**config.mk**
```make
export PLATFORM = sky130hd
export DESIGN_NAME = tremolo_modulator_flat
export DESIGN_NICKNAME = d
export VERILOG_FILES = /design/src/rtl/tremolo_modulator_if.sv /design/src/rtl/tremolo_modulator.sv /design/src/flat_wrapper.sv
export SDC_FILE = /design/constraint.sdc
export NUM_CORES = 1
export LEC_CHECK = 0
export BUFFER_PORTS_ARGS = -buffer_cell sky130_fd_sc_hd__clkbuf_2
export CAP_MARGIN = 20
export CORE_MARGIN = 3
export CORE_UTILIZATION = 40
export DETAILED_ROUTE_END_ITERATION = 6
export MAX_ROUTING_LAYER = met4
export PLACE_DENSITY = 0.64
export SYNTH_ARGS = -nofsm -noshare
export SYNTH_HDL_FRONTEND = slang
export SYNTH_SLANG_ARGS = --single-unit
```
**constraint.sdc**
```tcl
create_clock -name CLK -period 5.45 [get_ports CLK]
set_clock_uncertainty 0.2 [all_clocks]
set_input_delay 0.545 -clock CLK [delete_from_list [all_inputs] [get_ports CLK]]
set_output_delay 0.545 -clock CLK [all_outputs]
set_load 0.01 [all_outputs]
```
**src/rtl/tremolo_modulator_if.sv**
```systemverilog
// tremolo_modulator_if: control, sample-in and sample-out signals of the tremolo modulator.
interface tremolo_modulator_if;
   logic [31:0]        frequency;
   logic               disabled;
   logic signed [15:0] sample_in;
   logic               in_valid;
   logic signed [15:0] sample_out;
   logic               out_valid;
   logic [7:0]         lfo;
   modport master (output frequency, disabled, sample_in, in_valid, input sample_out, out_valid, lfo);
   modport slave (input frequency, disabled, sample_in, in_valid, output sample_out, out_valid, lfo);
endinterface

```
**src/rtl/tremolo_modulator.sv**
```systemverilog
// tremolo_modulator: triangle-LFO amplitude modulation of an audio stream, two-stage pipeline.
module tremolo_modulator #(
   parameter int unsigned CLK_HZ = 50_000_000,
   parameter int unsigned DEPTH  = 192
) (
   input logic                CLK,
   input logic                RST,
   tremolo_modulator_if.slave bus
);
   logic [31:0]        acc_q, acc_d;
   logic [7:0]         lfo_q, lfo_d;
   logic               dir_q, dir_d;
   logic [32:0]        sum, diff;
   logic               tick;
   logic [15:0]        dprod;
   logic [8:0]         gain;
   logic               s1_vld_q, s1_dis_q, out_valid_q;
   logic signed [15:0] s1_sample_q, sample_out_q, sample_out_d;
   logic [8:0]         s1_gain_q;
   logic signed [25:0] prod;
   always_comb begin
      sum   = {1'b0, acc_q} + {1'b0, bus.frequency};
      diff  = sum - 33'(CLK_HZ);
      tick  = sum >= 33'(CLK_HZ);
      // saturate so an over-range frequency still yields exactly one tick per cycle
      acc_d = bus.disabled ? 32'd0 :
              !tick ? sum[31:0] :
              (diff >= 33'(CLK_HZ)) ? 32'(CLK_HZ - 1) : diff[31:0];
      lfo_d = bus.disabled ? 8'd0 :
              !tick ? lfo_q :
              !dir_q ? ((lfo_q == 8'd255) ? 8'd254 : lfo_q + 8'd1) :
              ((lfo_q == 8'd0) ? 8'd1 : lfo_q - 8'd1);
      dir_d = bus.disabled ? 1'b0 :
              !tick ? dir_q :
              !dir_q ? (lfo_q == 8'd255) : (lfo_q != 8'd0);
      dprod = lfo_q * 8'(DEPTH);
      gain  = 9'd256 - {1'b0, 8'(dprod >> 8)};
      prod  = 26'(s1_sample_q) * 26'($signed({1'b0, s1_gain_q}));
      sample_out_d = s1_dis_q ? s1_sample_q : 16'(prod >>> 8);
   end
   always_ff @(posedge CLK) begin
      if (RST) begin
         acc_q        <= '0;
         lfo_q        <= '0;
         dir_q        <= 1'b0;
         s1_vld_q     <= 1'b0;
         s1_dis_q     <= 1'b0;
         s1_sample_q  <= '0;
         s1_gain_q    <= '0;
         out_valid_q  <= 1'b0;
         sample_out_q <= '0;
      end else begin
         acc_q       <= acc_d;
         lfo_q       <= lfo_d;
         dir_q       <= dir_d;
         s1_vld_q    <= bus.in_valid;
         out_valid_q <= s1_vld_q;
         if (bus.in_valid) begin
            s1_sample_q <= bus.sample_in;
            s1_gain_q   <= gain;
            s1_dis_q    <= bus.disabled;
         end
         if (s1_vld_q) sample_out_q <= sample_out_d;
      end
   end
   assign bus.sample_out = sample_out_q;
   assign bus.out_valid  = out_valid_q;
   assign bus.lfo        = lfo_q;
endmodule

```
**src/flat_wrapper.sv**
```systemverilog
// flat-port wrapper written by rule: the top's interface ports become plain ports
module tremolo_modulator_flat 
#(
   parameter int unsigned CLK_HZ = 50_000_000,
   parameter int unsigned DEPTH  = 192
)
  (CLK, RST, bus_frequency, bus_disabled, bus_sample_in, bus_in_valid, bus_sample_out, bus_out_valid, bus_lfo);
  tremolo_modulator_if bus_i ();
  input logic CLK;
  input logic RST;
  input wire logic [$bits(bus_i.frequency)-1:0] bus_frequency;
  input wire logic [$bits(bus_i.disabled)-1:0] bus_disabled;
  input wire logic [$bits(bus_i.sample_in)-1:0] bus_sample_in;
  input wire logic [$bits(bus_i.in_valid)-1:0] bus_in_valid;
  output wire logic [$bits(bus_i.sample_out)-1:0] bus_sample_out;
  output wire logic [$bits(bus_i.out_valid)-1:0] bus_out_valid;
  output wire logic [$bits(bus_i.lfo)-1:0] bus_lfo;
  assign bus_i.frequency = bus_frequency;
  assign bus_i.disabled = bus_disabled;
  assign bus_i.sample_in = bus_sample_in;
  assign bus_i.in_valid = bus_in_valid;
  assign bus_sample_out = bus_i.sample_out;
  assign bus_out_valid = bus_i.out_valid;
  assign bus_lfo = bus_i.lfo;
  tremolo_modulator #(.CLK_HZ(CLK_HZ), .DEPTH(DEPTH)) u_core (.CLK(CLK), .RST(RST), .bus(bus_i));
endmodule
```
== Word level (Yosys, flattened, before mapping) ==
Index checks and enable logic that the tools add are counted.
Storage, ports and cells
  bits in registers: 85
  bits of input ports: 52
  output and inout port bits: 25
  logic and storage cells: 29
Operators by class
  add/subtract/negate cells: 5
  $mul: 2
  $lt $le $gt $ge: 2
  equal/unequal tests: 1
  muxes and demuxes: 7
  reduce and logical (&&, ||, !) cells: 3
Operators with widths (count)
  $ge A33 B26 Y1 const B: 2
  $mux W32: 2
  $add A32 B32 Y33: 1
  $sub A33 B26 Y33 const B: 1
  $mul A16 B10 Y24: 1
  $mux W8: 3
  $mux W16: 1
  $mul A8 B2 Y10 const B: 1
  $sub A9 B8 Y9 const A: 1
  $add A8 B1 Y8 const B: 1
  $eq A8 B8 Y1 const B: 1
  $logic_not A8 Y1: 1
  $reduce_bool A8 Y1: 1
  $sub A8 B1 Y8 const B: 1
  $reduce_or A2 Y1: 1
  $mux W1: 1

== Logic depth before layout (Yosys ltp) ==
  word-level depth: 5
  mapped depth: 24
  mapped depth without buffers: 23

== Worst setup path before layout ==
Ideal clock, no wire load.
  path kind: reg-to-reg
  start: register u_core.s1_gain_q[2]
  end: register u_core.sample_out_q[15], in the netlist u_core.bus.sample_out[15]
  library setup time: 91 ps
  data arrival time: 5530 ps
  required time: 5159 ps
  slack: -371 ps
  stages on the path, launching flop included: 25
  path buffers: 2
  clock period less this slack: 5821 ps
  path through: dfxtp_1 clkbuf_1 clkbuf_1 nand2_1 fa_1 fa_1 inv_1 ha_1 inv_1 fa_1 inv_1 fa_1 ha_1 a21oi_1 o221ai_1 a21oi_1 o21ai_0 a21oi_1 o211ai_1 a31oi_1 nor2b_1 o21a_1 nor2_1 xnor2_1 a311oi_1
Between the ends
  longest elaborated chain between the ends: 2
Ends and longest elaborated chain
  from (decl): line tremolo_modulator.sv:19  | logic [8:0] s1_gain_q;
  from (signal assigned): line tremolo_modulator.sv:60  | s1_gain_q <= gain;
  $mul A16 B10 Y24: line tremolo_modulator.sv:38  | prod = 26'(s1_sample_q) * 26'($signed({1'b0, s1_gain_q}));
  $mux W16: line tremolo_modulator.sv:39  | sample_out_d = s1_dis_q ? s1_sample_q : 16'(prod >>> 8);
  to (signal assigned): line tremolo_modulator.sv:63  | if (s1_vld_q) sample_out_q <= sample_out_d;
  to (decl): line tremolo_modulator.sv:18  | logic signed [15:0] s1_sample_q, sample_out_q, sample_out_d;
Every way passes these cells.
A chain may end at the register's enable or synchronous reset.

== Final worst setup path ==
  start: register u_core.s1_gain_q[3]
  end: register u_core.sample_out_q[15], in the netlist u_core.bus.sample_out[15]
The elaborated chain is that of the path after synthesis.

==> results.json <==
{
  "first_global_vias": 10000,
  "timing.setup.critical_path_class": "flip-flop to flip-flop",
  "reg2regPathDepth": 22,
  "end_kind": "flip-flop",
  "die_area_um2": 30900,
  "critical_path.reg2reg.startpoint": "u_core.s1_gain_q[3]$_SDFFE_PP0P_",
  "worst_pin_slew_ps": 1000,
  "slew_violations": 0,
  "worstPathCellList": "buf_6 -> buf_4 -> nand2_1 -> fa_1 -> inv_1 -> fa_1 -> inv_1 -> fa_1 -> inv_1 -> fa_1 -> fa_1 -> ha_4 -> a21o_1 -> a22oi_2 -> o211ai_1 -> buf_4 -> a31oi_4 -> nor2b_2 -> o21a_1 -> nor2_1 -> xnor2_1 -> a311oi_1",
  "setup_repair_after_global_routing_missed_its_margin": "yes",
  "grt.met1_usage_pct": 25.4,
  "slew_headroom_pct": 33.0,
  "minimum_setup_slack_in_the_final_design_ps": 24.0,
  "timing.max_cap.violations": 0,
  "globalRoute.totalOverflow": 0,
  "worst_r2r_endpoint": "u_core.bus.sample_out[15]$_SDFFE_PP0P_",
  "synth-main-ff-cell": "sky130_fd_sc_hd__dfxtp_1",
  "ys_ff_latch": 85,
  "hpwl_um": 23800,
  "synth.lib_cells_used.distinct": 90,
  "avgSynthCellArea_um2": 8.38,
  "p_leak_nw": 6.52,
  "cell_internal_pwr_mw": 1.35,
  "vias_per_cell": 5.28,
  "yosysMostFrequentCell": "sky130_fd_sc_hd__inv_1",
  "die_width_um": 176,
  "final.setup.tns_ps": 0,
  "finalHoldViolCount": 0,
  "numPlacedInstances": 1874,
  "clock_sink_count": 85,
  "cts-hold-fix-buffers": 0,
  "synth_top_area_share_pct": 20.1,
  "run_status": "complete, no violations",
  "synth_enable_flop_cells": 0,
  "timing.final.crit_share_pct": 99.6,
  "antenna_found_initial": 1,
  "regToRegSetupSlack_ps": 20,
  "timing.final.setup_violations": 0,
  "grtUsageMet2_pct": 33.3,
  "die-height_um": 176,
  "global_route.usage.total_pct": 20.0,
  "std_cell_rows": 61,
  "holdPathStages": 3,
  "met3_usage_pct": 3.42,
  "post_route_cells_drive_above_1_share_pct": 22.4,
  "cp_slowest_cell": "sky130_fd_sc_hd__fa_1",
  "grt_pass1_wl_um": 49200,
  "synth.cell_area_um2": 11500,
  "worst_ir_drop_vdd_v": 0.000154,
  "cts_made_buffers": 9,
  "io_pins": 77,
  "initial_utilization_pct": 41.1,
  "worst_path_most_repeated_cell": "sky130_fd_sc_hd__fa_1",
  "fin_crit_ps": 5430,
  "dpl_worst_slack_ps": -294,
  "drt_pass1_iterations": 6,
  "yosysWarningCount": 0,
  "ant_nets": 0,
  "cp-start-kind": "flip-flop",
  "drt_wl_total_um": 29800,
  "maxClockFrequency_mhz": 184,
  "power.share.sequential_pct": 31.7,
  "synth_top_area_cell": "sky130_fd_sc_hd__fa_1",
  "portBuffers": 76,
  "ctsHtreeMaxLevel": 3,
  "pwr-share-comb_pct": 40.3,
  "synth-async-reset-ratio_pct": 0,
  "detailroute.via_count": 10100,
  "path_clk_slew_ps": 70,
  "cts_tree": "done",
  "post_drt_wl_per_cell_um": 15.6,
  "timing.critical_path.slowest_cell_delay_ps": 550,
  "pwr_density_cell_nw_per_um2": 158,
  "final_cell_area_um2": 13800,
  "fin_worst_hold_slack_ps": 237,
  "required_ps": 5510,
  "worstPathArrival_ps": 5490,
  "drt_drc_violations_left": 0,
  "critical_path.n_buffers_inverters": 6,
  "critical-path-top-delay-family": "adder cells",
  "switchingPower_uw": 833,
  "final_net_count": 1794,
  "synthTopCellsByCount": "163 x sky130_fd_sc_hd__inv_1, 137 x sky130_fd_sc_hd__nand2_1, 116 x sky130_fd_sc_hd__fa_1, 103 x sky130_fd_sc_hd__ha_1, 90 x sky130_fd_sc_hd__and2_1",
  "final_cell_count_no_fill": 1907,
  "hold_class": "input port to flip-flop",
  "p_r_area_growth_vs_syn_pct": 19.5,
  "clock_insertion_delay_worst_skew_ps": 350,
  "drt_iter0_drc": 490,
  "clock_path_buffers": 2,
  "holdCritStartpoint": "bus_sample_in[0]",
  "synth_sequential_area_ratio_pct": 14.8,
  "syn_inst": 1376,
  "detailed_place.area_um2": 13000,
  "swShare_pct": 38.2,
  "timing.critical_path.fanout_max": 7,
  "gp_routability_congestion": 0.902,
  "grt_start_max_net_pins": 46,
  "top_usage_layer": "met2",
  "clock_power_share_pct": 27.9,
  "cts_root_buf": "sky130_fd_sc_hd__clkbuf_16",
  "coreArea_um2": 28100,
  "synth.top_cells.by_area": "sky130_fd_sc_hd__fa_1 20%, sky130_fd_sc_hd__dfxtp_1 15%, sky130_fd_sc_hd__ha_1 11%, sky130_fd_sc_hd__inv_1 5.3%, sky130_fd_sc_hd__and2_1 4.9%",
  "min_to": "u_core.s1_sample_q[0]$_SDFFE_PP0P_"
}
metal layers:
layer / wire [um] / part of all wire [%]
met5: 0 / 0
met4: 580 / 1.9
met3: 1420 / 4.8
met2: 14500 / 49
met1: 13300 / 45
worst max-delay path by stage:
stage | startpoint | to | slack, ps | depth (start not counted)
global route | u_core.s1_gain_q[3]$_SDFFE_PP0P_ | u_core.bus.sample_out[15]$_SDFFE_PP0P_ | -170 | 23
CTS | u_core.s1_gain_q[3]$_SDFFE_PP0P_ | u_core.bus.sample_out[15]$_SDFFE_PP0P_ | 20 | 22
finish | u_core.s1_gain_q[3]$_SDFFE_PP0P_ | u_core.bus.sample_out[15]$_SDFFE_PP0P_ | 20 | 22
floorplan | u_core.s1_gain_q[2]$_SDFFE_PP0P_ | u_core.bus.sample_out[15]$_SDFFE_PP0P_ | 10 | 24
global placement | u_core.s1_sample_q[3]$_SDFFE_PP0P_ | u_core.bus.sample_out[15]$_SDFFE_PP0P_ | -200 | 23
detailed placement | u_core.s1_sample_q[3]$_SDFFE_PP0P_ | u_core.bus.sample_out[15]$_SDFFE_PP0P_ | -290 | 23
power groups by stage:
stage | Sequential [mW] | Clock, mW | Combinational [mW]
after detailed placement | 0.705 | 0 | 0.846
final | 0.693 | 0.610 | 0.880
after global placement | 0.706 | 0 | 0.834
after floorplan | 0.691 | 0 | 0.609
after CTS | 0.691 | 0.635 | 0.857
after global routing | 0.698 | 0.652 | 0.978
cell type report:
type	count	area [um^2]
antenna	1	2.50
sequential	85	1740
timing repair buffer	197	1380
inverter	164	616
clock inverter	6	47.5
clock buffer	10	229
multi-input combinational	1066	9300
fill	2756	14300
tap	378	473
logic make-up (layout without fill, tap and decap cells):
kind of cell    Yosys count  in the layout  share of synthesized area [%]
simple gates            457            457                           20.4
flops                    85             85                           14.8
buf+inv                 230            377                           7.77
mux                      29             29                           2.53
xor+xnor                 60             60                           4.69
other cells               1              7                         0.0325
compound gates          295            295                           18.5
fa+ha+maj               219            219                           31.3
cells in the final DEF, fill, tap and decap left out, drive strengths merged, types with 6 or more instances in the layout:
cell type | netlist | final
a211oi | 23 | 23
a21o | 23 | 23
a21oi | 67 | 67
a221oi | 10 | 10
a22oi | 8 | 8
a311oi | 12 | 12
a31oi | 8 | 8
and2 | 91 | 91
and3 | 11 | 11
and4 | 6 | 6
buf | 16 | 121
clkbuf | 50 | 86
conb | 1 | 6
dfxtp | 85 | 85
fa | 116 | 116
ha | 103 | 103
inv | 163 | 165
mux2i | 28 | 28
nand2 | 138 | 138
nand2b | 12 | 12
nand3 | 28 | 28
nand4 | 13 | 13
nor2 | 91 | 91
nor2b | 11 | 11
nor3 | 16 | 16
nor4 | 7 | 7
o211ai | 14 | 14
o21a | 9 | 9
o21ai | 66 | 66
o21bai | 8 | 8
o221ai | 6 | 6
or2 | 7 | 7
or3 | 9 | 9
xnor2 | 39 | 39
xor2 | 21 | 21
stage by stage:
step                utilization (%)  total power, mW
floorplan                         -             1.30
global placement               46.2             1.54
detailed placement             46.2             1.55
CTS                            47.7             2.18
global route                   49.1             2.33
finish                         49.1             2.18
sequential cells by signal (all words and copies together), names as in the netlist:
register,flops
u_core.bus.out_valid,1
u_core.s1_dis_q,1
u_core.s1_vld_q,1
u_core.acc_q,32
u_core.s1_gain_q,9
u_core.dir_q,1
u_core.bus.lfo,8
u_core.bus.sample_out,16
u_core.s1_sample_q,16
worst register-to-register path, cell delays in order (launching register included):
cell and delay, ps:
sky130_fd_sc_hd__dfxtp_4 410, sky130_fd_sc_hd__buf_6 150, sky130_fd_sc_hd__buf_4 120, sky130_fd_sc_hd__nand2_1 60, sky130_fd_sc_hd__fa_1 490, sky130_fd_sc_hd__inv_1 60
sky130_fd_sc_hd__fa_1 500, sky130_fd_sc_hd__inv_1 50, sky130_fd_sc_hd__fa_1 470, sky130_fd_sc_hd__inv_1 50, sky130_fd_sc_hd__fa_1 490, sky130_fd_sc_hd__fa_1 560
sky130_fd_sc_hd__ha_4 230, sky130_fd_sc_hd__a21o_1 190, sky130_fd_sc_hd__a22oi_2 170, sky130_fd_sc_hd__o211ai_1 110, sky130_fd_sc_hd__buf_4 160, sky130_fd_sc_hd__a31oi_4 180
sky130_fd_sc_hd__nor2b_2 70, sky130_fd_sc_hd__o21a_1 180, sky130_fd_sc_hd__nor2_1 120, sky130_fd_sc_hd__xnor2_1 80, sky130_fd_sc_hd__a311oi_1 250
timing repair:
item                                    in CTS  in global routing
endpoints found under the hold margin        0                  0
buffers inserted                             4                 12
pin swaps                                   12                 81
resized for setup                           30                 79
endpoints found under the setup margin       7                 10
Power figures use the tool's default switching activity.
